### src/rtl/regfile_wr_arbiter_if.sv
// Requester/register-file bus of the register-file write-port arbiter.
// The slave modport is the arbiter side; the master modport is the requester/regfile side.
interface regfile_wr_arbiter_if #(
   parameter int NREQ = 4,
   parameter int DW   = 8,
   parameter int IDW  = 2
);
   logic [NREQ-1:0]    req_valid;
   logic [3*NREQ-1:0]  req_addr;
   logic [DW*NREQ-1:0] req_data;
   logic [NREQ-1:0]    req_lock;
   logic [NREQ-1:0]    req_ready;
   logic [7:0]         reg_we;
   logic [DW-1:0]      reg_wdata;
   logic [IDW-1:0]     grant_id;
   logic               locked;

   modport master (
      output req_valid, req_addr, req_data, req_lock,
      input  req_ready, reg_we, reg_wdata, grant_id, locked
   );

   modport slave (
      input  req_valid, req_addr, req_data, req_lock,
      output req_ready, reg_we, reg_wdata, grant_id, locked
   );
endinterface

### src/rtl/regfile_wr_arbiter.sv
// Round-robin arbiter with an optional ownership lock for the single write port of an
// 8-entry register file; registers a one-hot write enable and the data of the winner.
module regfile_wr_arbiter #(
   parameter int NREQ = 4,
   parameter int DW   = 8,
   parameter int IDW  = 2
) (
   input  logic                 clk,
   input  logic                 rst,
   regfile_wr_arbiter_if.slave  bus
);

   typedef enum logic {ST_IDLE = 1'b0, ST_LOCKED = 1'b1} state_t;

   localparam logic [IDW:0]   NREQ_W = (IDW+1)'(NREQ);
   localparam logic [IDW-1:0] LAST_Q = IDW'(NREQ - 1);

   state_t          state_q;
   logic [IDW-1:0]  rr_ptr_q;
   logic [IDW-1:0]  owner_q;
   logic [7:0]      reg_we_q;
   logic [DW-1:0]   reg_wdata_q;
   logic [IDW-1:0]  grant_id_q;
   logic            locked_q;

   logic [2:0]      addr_a [NREQ];
   logic [DW-1:0]   data_a [NREQ];
   logic [IDW:0]    sum_s;
   logic            found_s;
   logic [IDW-1:0]  win_s;
   logic [IDW-1:0]  sel_s;
   logic            sel_ok_s;
   logic [NREQ-1:0] ready_s;
   logic            accept_s;
   logic [IDW-1:0]  rr_ptr_d;

   function automatic logic [7:0] addr_to_we(input logic [2:0] addr);
      addr_to_we = 8'd1 << addr;
   endfunction

   // Unpack the flattened per-requester address and data buses.
   always_comb begin
      for (int k = 0; k < NREQ; k++) begin
         addr_a[k] = bus.req_addr[3*k +: 3];
         data_a[k] = bus.req_data[DW*k +: DW];
      end
   end

   // First valid requester at or after rr_ptr, wrapping at NREQ-1.
   always_comb begin
      found_s = 1'b0;
      win_s   = '0;
      sum_s   = '0;
      for (int i = 0; i < NREQ; i++) begin
         sum_s = {1'b0, rr_ptr_q} + (IDW+1)'(i);
         if (sum_s >= NREQ_W) begin
            sum_s = sum_s - NREQ_W;
         end else begin
            sum_s = sum_s;
         end
         if (!found_s && bus.req_valid[sum_s[IDW-1:0]]) begin
            found_s = 1'b1;
            win_s   = sum_s[IDW-1:0];
         end else begin
            found_s = found_s;
         end
      end
   end

   // A lock owner keeps ready even while it is not valid, stalling everyone else.
   always_comb begin
      sel_s    = win_s;
      sel_ok_s = found_s;
      ready_s  = '0;
      if (state_q == ST_LOCKED) begin
         sel_s    = owner_q;
         sel_ok_s = 1'b1;
      end else begin
         sel_s    = win_s;
         sel_ok_s = found_s;
      end
      if (sel_ok_s && !rst) begin
         ready_s[sel_s] = 1'b1;
      end else begin
         ready_s = '0;
      end
      accept_s = ready_s[sel_s] & bus.req_valid[sel_s];
      rr_ptr_d = (sel_s == LAST_Q) ? '0 : sel_s + IDW'(1);
   end

   // Arbitration state, lock ownership and the registered write port.
   always_ff @(posedge clk or posedge rst) begin
      if (rst) begin
         state_q     <= ST_IDLE;
         rr_ptr_q    <= '0;
         owner_q     <= '0;
         reg_we_q    <= 8'd0;
         reg_wdata_q <= '0;
         grant_id_q  <= '0;
         locked_q    <= 1'b0;
      end else if (accept_s) begin
         reg_we_q    <= addr_to_we(addr_a[sel_s]);
         reg_wdata_q <= data_a[sel_s];
         grant_id_q  <= sel_s;
         rr_ptr_q    <= rr_ptr_d;
         case (state_q)
            ST_IDLE: begin
               if (bus.req_lock[sel_s]) begin
                  state_q  <= ST_LOCKED;
                  owner_q  <= sel_s;
                  locked_q <= 1'b1;
               end else begin
                  state_q  <= ST_IDLE;
                  locked_q <= 1'b0;
               end
            end
            ST_LOCKED: begin
               if (!bus.req_lock[sel_s]) begin
                  state_q  <= ST_IDLE;
                  locked_q <= 1'b0;
               end else begin
                  state_q  <= ST_LOCKED;
                  locked_q <= 1'b1;
               end
            end
            default: begin
               state_q  <= ST_IDLE;
               locked_q <= 1'b0;
            end
         endcase
      end else begin
         reg_we_q <= 8'd0;
      end
   end

   assign bus.req_ready = ready_s;
   assign bus.reg_we    = reg_we_q;
   assign bus.reg_wdata = reg_wdata_q;
   assign bus.grant_id  = grant_id_q;
   assign bus.locked    = locked_q;

endmodule

### src/flat_wrapper.sv
// flat-port wrapper written by rule: the top's interface ports become plain ports
module regfile_wr_arbiter_flat 
#(
   parameter int NREQ = 4,
   parameter int DW   = 8,
   parameter int IDW  = 2
)
  (clk, rst, bus_req_valid, bus_req_addr, bus_req_data, bus_req_lock, bus_req_ready, bus_reg_we, bus_reg_wdata, bus_grant_id, bus_locked);
  regfile_wr_arbiter_if #(.NREQ(NREQ), .DW(DW), .IDW(IDW)) bus_i ();
  input  logic clk;
  input  logic rst;
  input wire logic [$bits(bus_i.req_valid)-1:0] bus_req_valid;
  input wire logic [$bits(bus_i.req_addr)-1:0] bus_req_addr;
  input wire logic [$bits(bus_i.req_data)-1:0] bus_req_data;
  input wire logic [$bits(bus_i.req_lock)-1:0] bus_req_lock;
  output wire logic [$bits(bus_i.req_ready)-1:0] bus_req_ready;
  output wire logic [$bits(bus_i.reg_we)-1:0] bus_reg_we;
  output wire logic [$bits(bus_i.reg_wdata)-1:0] bus_reg_wdata;
  output wire logic [$bits(bus_i.grant_id)-1:0] bus_grant_id;
  output wire logic [$bits(bus_i.locked)-1:0] bus_locked;
  assign bus_i.req_valid = bus_req_valid;
  assign bus_i.req_addr = bus_req_addr;
  assign bus_i.req_data = bus_req_data;
  assign bus_i.req_lock = bus_req_lock;
  assign bus_req_ready = bus_i.req_ready;
  assign bus_reg_we = bus_i.reg_we;
  assign bus_reg_wdata = bus_i.reg_wdata;
  assign bus_grant_id = bus_i.grant_id;
  assign bus_locked = bus_i.locked;
  regfile_wr_arbiter #(.NREQ(NREQ), .DW(DW), .IDW(IDW)) u_core (.clk(clk), .rst(rst), .bus(bus_i));
endmodule
### config.mk
export PLATFORM = sky130hd
export DESIGN_NAME = regfile_wr_arbiter_flat
export DESIGN_NICKNAME = d
export VERILOG_FILES = /design/src/rtl/regfile_wr_arbiter_if.sv /design/src/rtl/regfile_wr_arbiter.sv /design/src/flat_wrapper.sv
export SDC_FILE = /design/constraint.sdc
export NUM_CORES = 1
export LEC_CHECK = 0
export CAP_MARGIN = 30
export CELL_PAD_IN_SITES_DETAIL_PLACEMENT = 1
export CELL_PAD_IN_SITES_GLOBAL_PLACEMENT = 2
export CORE_MARGIN = 3
export CORE_UTILIZATION = 22
export DETAILED_ROUTE_END_ITERATION = 16
export GPL_TIMING_DRIVEN = 0
export PLACE_DENSITY_LB_ADDON = 0.1
export SLEW_MARGIN = 25
export SYNTH_ARGS = -nofsm -noshare
export SYNTH_HDL_FRONTEND = slang
export SYNTH_SLANG_ARGS = --single-unit
export TNS_END_PERCENT = 20
### constraint.sdc
create_clock -name clk -period 3.3 [get_ports clk]
set_input_delay 0.66 -clock clk [delete_from_list [all_inputs] [get_ports clk]]
set_output_delay 0.66 -clock clk [all_outputs]
set_load 0.02 [all_outputs]
# [Word-level counts from Yosys, hierarchy flattened]
# Cells that the tools add are included.
[totals] register_bits=23 latchBits=0 ramBits=0 mem_bits_ro=0 out_inout_bits=23 memories=0
[op_classes] add_sub_neg=8 multipliers=0 div_mod_pow=0 magnitude_cmp=11 n_eq_ne=1 shift=1 muxes=40 bitwise=3 reduce_logical=10
[ops] operator="two-way mux 8 bit" n=3
[ops] operator="two-way mux 2 bit" n=10
[ops] operator="binary-select mux 8 bit (select 2 bit)" n=1
[ops] operator="< comparator 2 x 3 -> 1 bit, second input constant" n=5
[ops] operator="binary-select mux 1 bit (select 2 bit)" n=7
[ops] operator="two-way mux 1 bit" n=14
[ops] operator="greater-or-equal comparator 3 bit, second input constant" n=4
[ops] operator="<< shifter 1 x 3 -> 8 bit, first input constant" n=1
[ops] operator="subtractor 2 x 1 -> 2 bit, second input constant" n=4
[ops] operator="adder 2 x 2 -> 3 bit, second input constant" n=2
[ops] operator="binary-select mux 3 bit (select 2 bit)" n=1
[ops] operator="two-way mux 3 bit" n=2
[ops] operator="logical AND 1 bit" n=5
[ops] operator="logical NOT 1 bit" n=4
[ops] operator="two-way mux 4 bit" n=1
[ops] operator="adder 2 x 1 -> 3 bit, second input constant" n=1
[ops] operator="greater-or-equal comparator 2 x 3 -> 1 bit, second input constant" n=1
[ops] operator="inverter 2 -> 3 bit" n=1
[ops] operator="AND reduction 3 bit" n=1
[ops] operator="adder 2 x 1 -> 2 bit, second input constant" n=1
[ops] operator="demux 1 bit (select 2 bit)" n=1
[ops] operator="== test 2 bit, second input constant" n=1
[ops] operator="greater-or-equal comparator 2 x 1 -> 1 bit, second input constant" n=1
[ops] operator="AND 1 bit" n=1
[ops] operator="inverter 1 bit" n=1

# [Logic depth before layout (Yosys ltp)]
# Gate-level depths: netlist (run 1).
[logic_depth] ltp_word=24 mapped_depth=13 depth_no_buf=10

# [Worst setup path before layout (run 1)]
# No wires, ideal clock.
[synth_timing] path_kind="in2reg" startpoint="input bus_req_valid[2]" endpoint="register u_core.grant_id_q[0], in the netlist u_core.bus.grant_id[0]" setup_time_ps=125 arrival_time_ps=3329 t_required_ps=3175 slack_ps=-154 cell_stages=12 path_buffers=3 cell_sequence="nor2b_1 -> a311oi_1 -> o31a_1 -> buf_2 -> buf_1 -> ha_1 -> nand2_1 -> or4_4 -> a211oi_2 -> nor2_2 -> buf_6 -> mux2_4"
[synth_via] elab_chain_cells=21 elab_cells_between_ends=36 classes_between="2 x order compare; 25 x mux; 1 x bitwise; 8 x reduce/logical"
[synth_lines] element="start: declaration" line="flat_wrapper.sv:12" text="input wire logic [$bits(bus_i.req_valid)-1:0] bus_req_valid;"
[synth_lines] element="binary-select mux 1 bit (select 2 bit)" line="regfile_wr_arbiter.sv:61" text="if (!found_s && bus.req_valid[sum_s[IDW-1:0]]) begin"
[synth_lines] element="two-way mux 1 bit (implied by the code)" line="regfile_wr_arbiter.sv:61"
[synth_lines] element="two-way mux 1 bit" line="regfile_wr_arbiter.sv:61"
[synth_lines] element="logical NOT 1 bit" line="regfile_wr_arbiter.sv:61"
[synth_lines] element="logical AND 1 bit" line="regfile_wr_arbiter.sv:61"
[synth_lines] element="two-way mux 1 bit" line="regfile_wr_arbiter.sv:61"
[synth_lines] element="logical NOT 1 bit" line="regfile_wr_arbiter.sv:61"
[synth_lines] element="logical AND 1 bit" line="regfile_wr_arbiter.sv:61"
[synth_lines] element="[5 not listed]"
[synth_lines] element="< comparator 2 x 3 -> 1 bit (implied by the code) or greater-or-equal comparator 2 x 1 -> 1 bit (tied branches)" line="regfile_wr_arbiter.sv:83" text="ready_s[sel_s] = 1'b1;"
[synth_lines] element="logical AND 1 bit (implied by the code)" line="regfile_wr_arbiter.sv:83"
[synth_lines] element="two-way mux 1 bit (implied by the code)" line="regfile_wr_arbiter.sv:83"
[synth_lines] element="demux 1 bit (select 2 bit)"
[synth_lines] element="two-way mux 4 bit" line="regfile_wr_arbiter.sv:82" text="if (sel_ok_s && !rst) begin"
[synth_lines] element="binary-select mux 1 bit (select 2 bit)" line="regfile_wr_arbiter.sv:87" text="accept_s = ready_s[sel_s] & bus.req_valid[sel_s];"
[synth_lines] element="two-way mux 1 bit (implied by the code)" line="regfile_wr_arbiter.sv:87"
[synth_lines] element="AND 1 bit" line="regfile_wr_arbiter.sv:87"
[synth_lines] element="end signal: assignment" line="regfile_wr_arbiter.sv:104" text="grant_id_q <= sel_s;"
[synth_lines] element="end: declaration" line="regfile_wr_arbiter.sv:23" text="logic [IDW-1:0] grant_id_q;"
# Parallel ways exist; a longest one is shown, timed or not. The select of a mux whose other input is x is not followed.
# A chain may end at the register's enable or synchronous reset.

# [Worst setup path in the final report (run 1)]
# Same ends and word-level chain as after synthesis.

==> run_results.csv, run 1 <==
group,metric,value,unit
floorplanning,start_util,23.05,%
sta,maxSlewHeadroom,55.53,%
power_and_ir_drop,p_leak,1.281,nW
finish,num_antenna_cells,0,
floorplanning,dieWidth,94.11,um
clock_tree,hold_buffers,0,
floorplanning,core,7408,um^2
clock_tree,clock_sinks,23,
route,drt_iter0_markers,32,
clock_tree,path_clk_slew,0.09,ns
sta,max_slew.worst_pin.slew,0.6577,ns
route,wirelength,5367,um
synthesis,netlist_area,1708,um^2
critical_path,cp-end-kind,"flop",
finish,layout_commonest_cell,"clkdlybuf4s50_1",
power_and_ir_drop,vdd_drop_max,0.3286,mV
sta,setup_viol,0,
critical_path,criticalPathCategory,"input pin to flop",
placement,dp.cells,334,
sta,fin_crit_sh,96.58,%
global_route,grt_pass1_wl,8549,um
placement,postPlaceCellArea,2609,um^2
finish,drive_gt1_share,22.13,%
power_and_ir_drop,power_density,882.3,nW/um^2
flow_run,cap_violations,0,
global_route,overflow,0,
global_route,grt_usage,12.51,%
finish,area_delta_synth_final,63.88,%
global_route,antenna_found_initial,0,
route,via_per_inst,4.589,
route,vias,1574,
synthesis,yosysUniqueCellTypes,42,
route,antenna_left,0,
synthesis,ys_warn_count,0,
sta,finalClockSkew,0.002640,ns
placement,port_buffers,76,
finish,fin_util,37.78,%
floorplanning,dieArea,8857,um^2
critical_path,cp_max_fo,10,
synthesis,synth-async-reset-ratio,100.0,%
global_route,grt_max_degree,18,
synthesis,postSynthCellCount,158,
critical_path,cp.arrival,3.34,ns
finish,mostFrequentLayoutCells,"clkdlybuf4s50_1 (68), mux2i_1 (34), dfrtp_1 (23)",
route,first_pass_iters,4,
critical_path,startpoint_type,"input pin",
synthesis,ys_ff_latch,23,
placement,place_ws,-1.072,ns
floorplanning,die_h,94.11,um
floorplanning,core.rowCount,31,
route,drc,0,
placement,hpwlAfterDp,4343,um
synthesis,synth_fp_nets,214,
clock_tree,cts_tree,"yes",
run_status,status,"completed",
clock_tree,clk_latency,0.26,ns
sta,fmax,313.7,MHz
critical_path,worstPathRequired,3.46,ns
synthesis,synth_flop_cell,"dfrtp_1",
floorplanning,ios,77,
finish,final.fill_count,814,
placement,gp_congestion,0.7411,
finish,layout.nets,301,
synthesis,syn_area_per_cell,10.81,um^2
synthesis,synth_edf_count,0,
clock_tree,cts_made_buffers,3,
sta,final_max_slew_viol_count,0,
finish,fin_cells,343,
finish,finalInstanceArea,2799,um^2
sta,fin_ws,0.1127,ns
min_path,hp-class,"flop to flop",
power_and_ir_drop,total_power,2.470,mW
clock_tree,root_buffer,"clkbuf_8",
synthesis,yosysSeqAreaShare,33.70,%
clock_tree,clockBufferDepth,2,
global_route,first_global_vias,1682,
clock_tree,htree_levels,1,
sta,rsz0062_at_grt,"yes",
route,routedWlPerCell,15.65,um
sta,fin_crit,3.187,ns
sta,hold_viol,0,
-- flip-flops by register name, indices dropped and copies added, names as in the netlist --
| name | flops |
|---|---|
| u_core.bus.grant_id | 2 |
| u_core.bus.reg_wdata | 8 |
| u_core.owner_q | 2 |
| u_core.bus.locked | 1 |
| u_core.bus.reg_we | 8 |
| u_core.rr_ptr_q | 2 |
-- stage by stage --
stage / hold WS [ns] / TNS, ns
5_1_grt: 0.5359 / -0.1630
2_1_floorplan: 0.4793 / 0
6_report: 0.4995 / 0
4_1_cts: 0.5094 / -0.03620
3_3_place_gp: 0.4817 / -25.52
3_5_place_dp: 0.4888 / -25.46
-- routing by layer --
layer	wire [um]	vias to the layer above	track usage, %
li1	-	775	-
met1	2290	747	15.55
met2	2635	50	20.99
met5	0	-	0
met4	34	0	2.527
met3	407	2	4.247
-- cell usage after synthesis, types with 4 or more instances --
cell | number | area [um^2]
mux2i_1 | 34 | 340.3
dfrtp_1 | 23 | 575.6
mux2_4 | 10 | 150.1
nor2_1 | 8 | 30.03
nand2_1 | 7 | 26.28
a21oi_1 | 5 | 25.02
nand2b_1 | 5 | 31.28
buf_2 | 4 | 20.02
nor4_1 | 4 | 25.02
nor4b_1 | 4 | 35.03
o31ai_1 | 4 | 30.03
-- logic make-up (layout without fill, tap and decap cells) --
family	after synthesis	in the layout	share of synthesized area [%]
and+or+nand+nor	47	47	17.14
DFF	23	23	33.70
adders and majority gates	2	2	1.465
muxes	50	50	33.55
buffers and inverters	13	99	4.029
AOI/OAI and AO/OA	23	23	10.11
-- repair_timing --
action | 4_1_cts | 5_1_grt
setup buffers | 4 | 1
pin swaps | 3 | 4
cloned | 0 | 0
endpoints found under the setup margin | 27 | 22
resized for setup | 23 | 17
endpoints found under the hold margin | 0 | 0
-- power by group --
group | total [mW] | switching [mW] | internal [mW]
clock network | 0.180 | 0.0954 | 0.0843
logic | 1.83 | 0.902 | 0.930
registers | 0.458 | 0.0646 | 0.393
-- worst paths after layout --
| check | cells past startpoint | slack (ns) | endpoint | startpoint |
|---|---|---|---|---|
| min in group asynchronous | 2 | 0.80 | u_core.rr_ptr_q[0]$_DFFE_PP0P_ | rst |
| worst min-delay path | 1 | 0.50 | u_core.bus.reg_wdata[5]$_DFFE_PP0P_ | u_core.bus.reg_wdata[5]$_DFFE_PP0P_ |
| worst max register to register | 12 | 0.18 | u_core.bus.grant_id[0]$_DFFE_PP0P_ | u_core.rr_ptr_q[0]$_DFFE_PP0P_ |
| worst max-delay path | 13 | 0.11 | u_core.bus.grant_id[0]$_DFFE_PP0P_ | bus_req_valid[2] |
| worst min register to register | 1 | 0.50 | u_core.bus.reg_wdata[5]$_DFFE_PP0P_ | u_core.bus.reg_wdata[5]$_DFFE_PP0P_ |
| max in group asynchronous | 3 | 2.06 | u_core.bus.reg_we[6]$_DFF_PP0_ | rst |
-- critical path, cell delays in order --
cell and delay (ns):
clkbuf_2 0.14, nor2b_2 0.19, a311oi_2 0.32, o31a_1 0.19, buf_6 0.13, buf_12 0.14, ha_2 0.18, nand2_1 0.05
or4_4 0.44, a211oi_4 0.31, nor2_2 0.10, buf_6 0.17, mux2_4 0.30
-- layout make-up --
type | count | area (um^2) | share of cell area (%)
inverter | 5 | 23.77 | 0.8494
tap | 99 | 123.9 | 4.426
multi-input combinational | 122 | 1147 | 40.99
clock inverter | 1 | 5.005 | 0.1788
clock buffer | 3 | 41.29 | 1.475
timing repair buffer | 82 | 799.5 | 28.57
sequential | 23 | 575.6 | 20.56
buffer | 8 | 82.58 | 2.950
Note: power is estimated with default switching activity, not from simulation.
==> run 2, diff against run 1 <==
--- a/config.mk
+++ b/config.mk
@@ -9,9 +9,9 @@
 export CELL_PAD_IN_SITES_DETAIL_PLACEMENT = 1
 export CELL_PAD_IN_SITES_GLOBAL_PLACEMENT = 2
 export CORE_MARGIN = 3
-export CORE_UTILIZATION = 22
+export CORE_UTILIZATION = 27
+export CTS_CLUSTER_SIZE = 8
 export DETAILED_ROUTE_END_ITERATION = 16
-export GPL_TIMING_DRIVEN = 0
 export PLACE_DENSITY_LB_ADDON = 0.1
 export SLEW_MARGIN = 25
 export SYNTH_ARGS = -nofsm -noshare
==> constraint.sdc (replaced) <==
create_clock -name clk -period 3.9 [get_ports clk]
set_input_delay 0.78 -clock clk [delete_from_list [all_inputs] [get_ports clk]]
set_output_delay 0.78 -clock clk [all_outputs]
set_load 0.02 [all_outputs]
==> run_results.csv, run 2 (same netlist as run 1, synthesis figures left out) <==
group,metric,value,unit
clock_tree,root_buffer,"clkbuf_8",
floorplanning,start_util,28.34,%
route,first_pass_iters,4,
sta,maxSlewHeadroom,56.66,%
clock_tree,clock_sinks,23,
power_and_ir_drop,p_comb_share,70.9,%
sta,setup_viol,0,
finish,final.fill_count,691,
global_route,grt_usage,15.27,%
global_route,antenna_found_initial,0,
critical_path,criticalPathCategory,"input pin to flop",
finish,fin_util,45.04,%
floorplanning,dieWidth,85.54,um
sta,hold_viol,0,
power_and_ir_drop,p_seq_share,21.4,%
floorplanning,core,6026,um^2
route,antenna_left,0,
power_and_ir_drop,power_density,722.4,nW/um^2
route,wl_met3,343,um
sta,fin_crit,3.617,ns
clock_tree,cts_tree,"yes",
route,top_layer_used,"met4",
global_route,grt_max_degree,24,
sta,fmax,276.5,MHz
floorplanning,core.rowCount,28,
placement,hpwlAfterDp,4390,um
sta,holdWs,0.5123,ns
critical_path,cp-end-kind,"flop",
placement,port_buffers,76,
clock_tree,clockBufferDepth,2,
power_and_ir_drop,clkPwrFrac,7.7,%
clock_tree,cts_made_buffers,3,
route,vias,1599,
floorplanning,ios,77,
critical_path,cp_slowest_cell,"clkdlybuf4s50_1",
critical_path,critical_path.max_stage_delay,0.50,ns
min_path,hp-class,"flop to flop",
sta,final_max_slew_viol_count,0,
critical_path,startpoint_type,"input pin",
finish,area_delta_synth_final,58.90,%
critical_path,cp.arrival,3.78,ns
route,via_per_inst,4.997,
finish,finalInstanceArea,2714,um^2
route,routedWlPerCell,16.94,um
route,drt_iter0_markers,67,
finish,layout_commonest_cell,"clkdlybuf4s50_1",
sta,rsz0062_at_grt,"no",
power_and_ir_drop,p_leak,1.293,nW
power_and_ir_drop,p_sw,0.8441,mW
clock_tree,path_clk_slew,0.08,ns
power_and_ir_drop,switching_share,43.05,%
clock_tree,post-cts-setup-buffers,0,
sta,finalClockSkew,0.004467,ns
floorplanning,die_h,85.54,um
critical_path,cp.buffers_inverters,3,
clock_tree,hold_buffers,0,
critical_path,worstPathCellList,"clkdlybuf4s50_1 > nor2b_1 > a311oi_2 > o31a_1 > buf_4 > ha_1 > nand2_1 > or4_4 > a211oi_2 > buf_4 > o22ai_1 > mux2_1",
route,wl_met2,2748,um
finish,mostFrequentLayoutCells,"clkdlybuf4s50_1 (72), mux2i_1 (34), dfrtp_1 (23)",
floorplanning,dieArea,7316,um^2
placement,postPlaceCellArea,2623,um^2
placement,gp_congestion,0.8473,
run_status,status,"completed",
finish,fin_cells,320,
power_and_ir_drop,p_int,1.116,mW
critical_path,worstPathRequired,4.06,ns
finish,drive_gt1_share,18.37,%
power_and_ir_drop,vdd_drop_max,0.2470,mV
flow_run,cap_violations,0,
clock_tree,clk_latency,0.27,ns
finish,num_antenna_cells,0,
critical_path,cp_top_family,"compound AO/OA/AOI/OAI gates",
global_route,overflow,0,
route,drt-met1-wl,2260,um
route,wirelength,5421,um
finish,layout.nets,302,
critical_path,cp_max_fo,5,
sta,max_slew.worst_pin.slew,0.6486,ns
critical_path,crit_top_cell,"buf_4",
placement,dp.cells,315,
global_route,first_global_vias,1872,
sta,fin_crit_sh,92.73,%
clock_tree,htree_levels,1,
global_route,grt_pass1_wl,9073,um
route,drc,0,
==> run 2: cell types whose count changed in the layout (fill, tap and decap cells not counted), sizes merged <==
cell	before	now
buf	13	15
dlygate4sd2	3	0
clkdlybuf4s50	68	72
dlymetal6s2s	2	4
clkbuf	7	3
==> run 2: tightest hold or removal path: stages (launching register included) <==
cell and delay, ns:
dfrtp_1 0.36, nor2_1 0.05, nor2_1 0.07
==> run 2: worst paths after layout <==
kind,slack [ns],startpoint,to,depth (start not counted)
worst max register to register,0.84,u_core.rr_ptr_q[1]$_DFFE_PP0P_,u_core.owner_q[0]$_DFFE_PP0P_,11
max in group asynchronous,2.49,rst,u_core.bus.grant_id[0]$_DFFE_PP0P_,3
worst max-delay path,0.28,bus_req_valid[2],u_core.owner_q[0]$_DFFE_PP0P_,12
worst min register to register,0.51,u_core.bus.grant_id[1]$_DFFE_PP0P_,u_core.bus.grant_id[1]$_DFFE_PP0P_,2
worst min-delay path,0.51,u_core.bus.grant_id[1]$_DFFE_PP0P_,u_core.bus.grant_id[1]$_DFFE_PP0P_,2
min in group asynchronous,0.96,rst,u_core.bus.reg_wdata[5]$_DFFE_PP0P_,2
==> run 2: area by class of cell <==
cell class / instances / area [um^2] / area share (%)
repair buffers: 91 / 890.9 / 32.83
multi-input cells: 122 / 1089 / 40.11
inverters: 5 / 18.77 / 0.6916
clock inverters: 1 / 5.005 / 0.1844
well taps: 75 / 93.84 / 3.458
flip-flops and latches: 23 / 575.6 / 21.21
clock buffers: 3 / 41.29 / 1.521
==> run 2: power by group through the flow <==
stage / combinational, mW / clock, mW / sequential (mW)
finish: 1.39 / 0.151 / 0.419
global route: 1.51 / 0.165 / 0.434
CTS: 1.41 / 0.155 / 0.418
detailed placement: 1.40 / 0 / 0.419
global placement: 1.37 / 0 / 0.417
floorplan: 0.882 / 0 / 0.468
==> run 2: stage by stage <==
stage | power, mW | worst slack (ns) | setup TNS (ns)
after floorplan | 1.350 | 0.3258 | 0
after global placement | 1.784 | -0.07325 | -0.1726
after detailed placement | 1.818 | -0.07609 | -0.4307
after CTS | 1.981 | 0.004794 | 0
after global routing | 2.108 | 0.1012 | 0
final | 1.961 | 0.2834 | 0
==> run 2: layer usage <==
metal / track usage, % / vias to the layer above
li1: - / 773
met2: 27.19 / 51
met1: 18.14 / 769
met4: 4.317 / 0
met5: 0 / -
met3: 3.842 / 6
==> run 2: repair_timing <==
item	in CTS	in global routing
hold endpoints to repair	0	0
gates resized for setup	2	6
endpoints found under the setup margin	3	4
==> run 3, diff against run 2 <==
--- a/config.mk
+++ b/config.mk
@@ -5,9 +5,10 @@
 export SDC_FILE = /design/constraint.sdc
 export NUM_CORES = 1
 export LEC_CHECK = 0
-export CAP_MARGIN = 30
+export CAP_MARGIN = 20
 export CELL_PAD_IN_SITES_DETAIL_PLACEMENT = 1
 export CELL_PAD_IN_SITES_GLOBAL_PLACEMENT = 2
+export CORE_ASPECT_RATIO = 0.75
 export CORE_MARGIN = 3
 export CORE_UTILIZATION = 27
 export CTS_CLUSTER_SIZE = 8
==> run_results.csv, run 3 (same netlist as run 1, synthesis figures left out) <==
group,metric,value,unit
sta,fmax,275.5,MHz
power_and_ir_drop,total_power,1.949,mW
route,drt_iter0_markers,52,
floorplanning,core.rowCount,24,
critical_path,cp_top_family,"simple AND/OR/NAND/NOR gates",
critical_path,worstRegToRegCells,10,
global_route,first_global_vias,1765,
critical_path,startpoint_type,"input pin",
finish,layout_commonest_cell,"clkdlybuf4s50_1",
sta,max_slew.worst_pin.slew,0.8816,ns
placement,postPlaceCellArea,2614,um^2
global_route,grt_pass1_wl,8845,um
route,first_pass_iters,4,
finish,finalInstanceArea,2676,um^2
flow_run,cap_violations,0,
clock_tree,cts_tree,"yes",
critical_path,worstPathCellList,"clkdlybuf4s50_1 > or2_4 > nand4_1 > nand3_1 > inv_2 > ha_1 > nand2_1 > or4_4 > a211oi_2 > buf_4 > o22ai_1 > mux2_1",
floorplanning,core,5976,um^2
placement,gp_congestion,0.7960,
global_route,use_met3,4.722,%
finish,fin_util,44.79,%
min_path,hp-class,"flop to flop",
sta,maxSlewHeadroom,41.16,%
finish,mostFrequentLayoutCells,"clkdlybuf4s50_1 (72), mux2i_1 (34), dfrtp_1 (23)",
sta,final_max_slew_viol_count,0,
sta,fin_crit,3.630,ns
route,vias,1624,
critical_path,r2r-start,"u_core.rr_ptr_q[0]$_DFFE_PP0P_",
clock_tree,clock_sinks,23,
finish,area_delta_synth_final,56.70,%
route,wirelength,5441,um
power_and_ir_drop,p_leak,1.276,nW
finish,num_antenna_cells,0,
global_route,grt_max_degree,24,
finish,layout.nets,300,
clock_tree,hold_buffers,0,
route,via_per_inst,5.059,
sta,setup_viol,0,
critical_path,r2r_setup_slack,0.79,ns
global_route,overflow,0,
sta,holdWs,0.5160,ns
critical_path,cp.buffers_inverters,3,
floorplanning,ios,77,
critical_path,worstPathRequired,4.05,ns
sta,finalClockSkew,0.002651,ns
route,antenna_left,0,
floorplanning,die_h,74.88,um
global_route,gr-usage-met1,20.10,%
clock_tree,clockBufferDepth,2,
global_route,grt_util_met2,24.66,%
min_path,hold_start,"u_core.bus.reg_wdata[5]$_DFFE_PP0P_",
critical_path,r2r_end,"u_core.owner_q[0]$_DFFE_PP0P_",
sta,fin_crit_sh,93.08,%
route,drc,0,
run_status,status,"completed",
floorplanning,start_util,28.58,%
clock_tree,root_buffer,"clkbuf_8",
critical_path,cp_slowest_cell,"clkdlybuf4s50_1",
floorplanning,dieArea,7325,um^2
finish,drive_gt1_share,16.46,%
min_path,min_to,"u_core.bus.reg_wdata[5]$_DFFE_PP0P_",
power_and_ir_drop,vdd_drop_max,0.3218,mV
sta,tns,0,ns
global_route,top_usage_layer,"met2",
global_route,antenna_found_initial,0,
clock_tree,htree_levels,1,
clock_tree,post-cts-setup-buffers,0,
critical_path,critical_path.max_stage_delay,0.54,ns
critical_path,cp-end-kind,"flop",
power_and_ir_drop,power_density,728.1,nW/um^2
min_path,holdPathStages,1,
critical_path,cp_max_fo,7,
floorplanning,dieWidth,97.84,um
sta,hold_viol,0,
clock_tree,clk_latency,0.26,ns
global_route,grt_usage,15.08,%
clock_tree,cts_resized,1,
clock_tree,cts_made_buffers,3,
route,routedWlPerCell,16.95,um
critical_path,criticalPathCategory,"input pin to flop",
placement,hpwlAfterDp,4512,um
placement,port_buffers,76,
critical_path,cp.arrival,3.78,ns
clock_tree,path_clk_slew,0.08,ns
sta,rsz0062_at_grt,"no",
[run 3: layout make-up]
class                   instances  area, um^2
clock buffers                   3       41.29
repair buffers                 89       868.3
multi-input cells             122        1070
fillers                       676        3299
clock inverters                 1       5.005
inverters                       5       18.77
well taps                      78       97.59
flip-flops and latches         23       575.6
[run 3: worst register-to-register path: stages, from the launching register on]
cell and delay (ns):
dfrtp_1 0.49, nand2b_1 0.21, a21oi_1 0.28, o31a_1 0.30, ha_1 0.21, nand2_1 0.07, or4_4 0.43, a211oi_2 0.37
buf_4 0.18, o22ai_1 0.10, mux2_1 0.35
[run 3: per-stage QoR]
| step | setup WS, ns | instances |
|---|---|---|
| after floorplan | 0.3258 | 158 |
| after global placement | -0.04872 | 317 |
| after detailed placement | -0.08459 | 317 |
| after CTS | 0.008588 | 321 |
| after global routing | 0.04910 | 321 |
| final | 0.2698 | 321 |
[run 3: how the worst max path moves through the flow]
| stage | from | endpoint | cells after the start |
|---|---|---|---|
| after floorplan | bus_req_valid[2] | u_core.bus.grant_id[0]$_DFFE_PP0P_ | 12 |
| final | bus_req_valid[3] | u_core.owner_q[0]$_DFFE_PP0P_ | 12 |
| after global routing | bus_req_valid[0] | u_core.bus.reg_we[6]$_DFF_PP0_ | 10 |
| after global placement | bus_req_valid[1] | bus_req_ready[2] | 7 |
| after CTS | bus_req_valid[0] | bus_req_ready[1] | 9 |
| after detailed placement | bus_req_valid[1] | u_core.bus.reg_wdata[5]$_DFFE_PP0P_ | 7 |
[run 3: per-layer routing]
layer	wire length, um	vias to the layer above
met3	357	4
met4	38	0
met2	2414	55
li1	-	772
met1	2631	793
met5	0	-
[run 3: power breakdown]
| part | leakage (nW) | total (mW) | internal (mW) | switching (mW) |
|---|---|---|---|---|
| logic | 0.961 | 1.38 | 0.704 | 0.673 |
| clock network | 0.0255 | 0.150 | 0.0713 | 0.0785 |
| registers | 0.290 | 0.421 | 0.332 | 0.0888 |
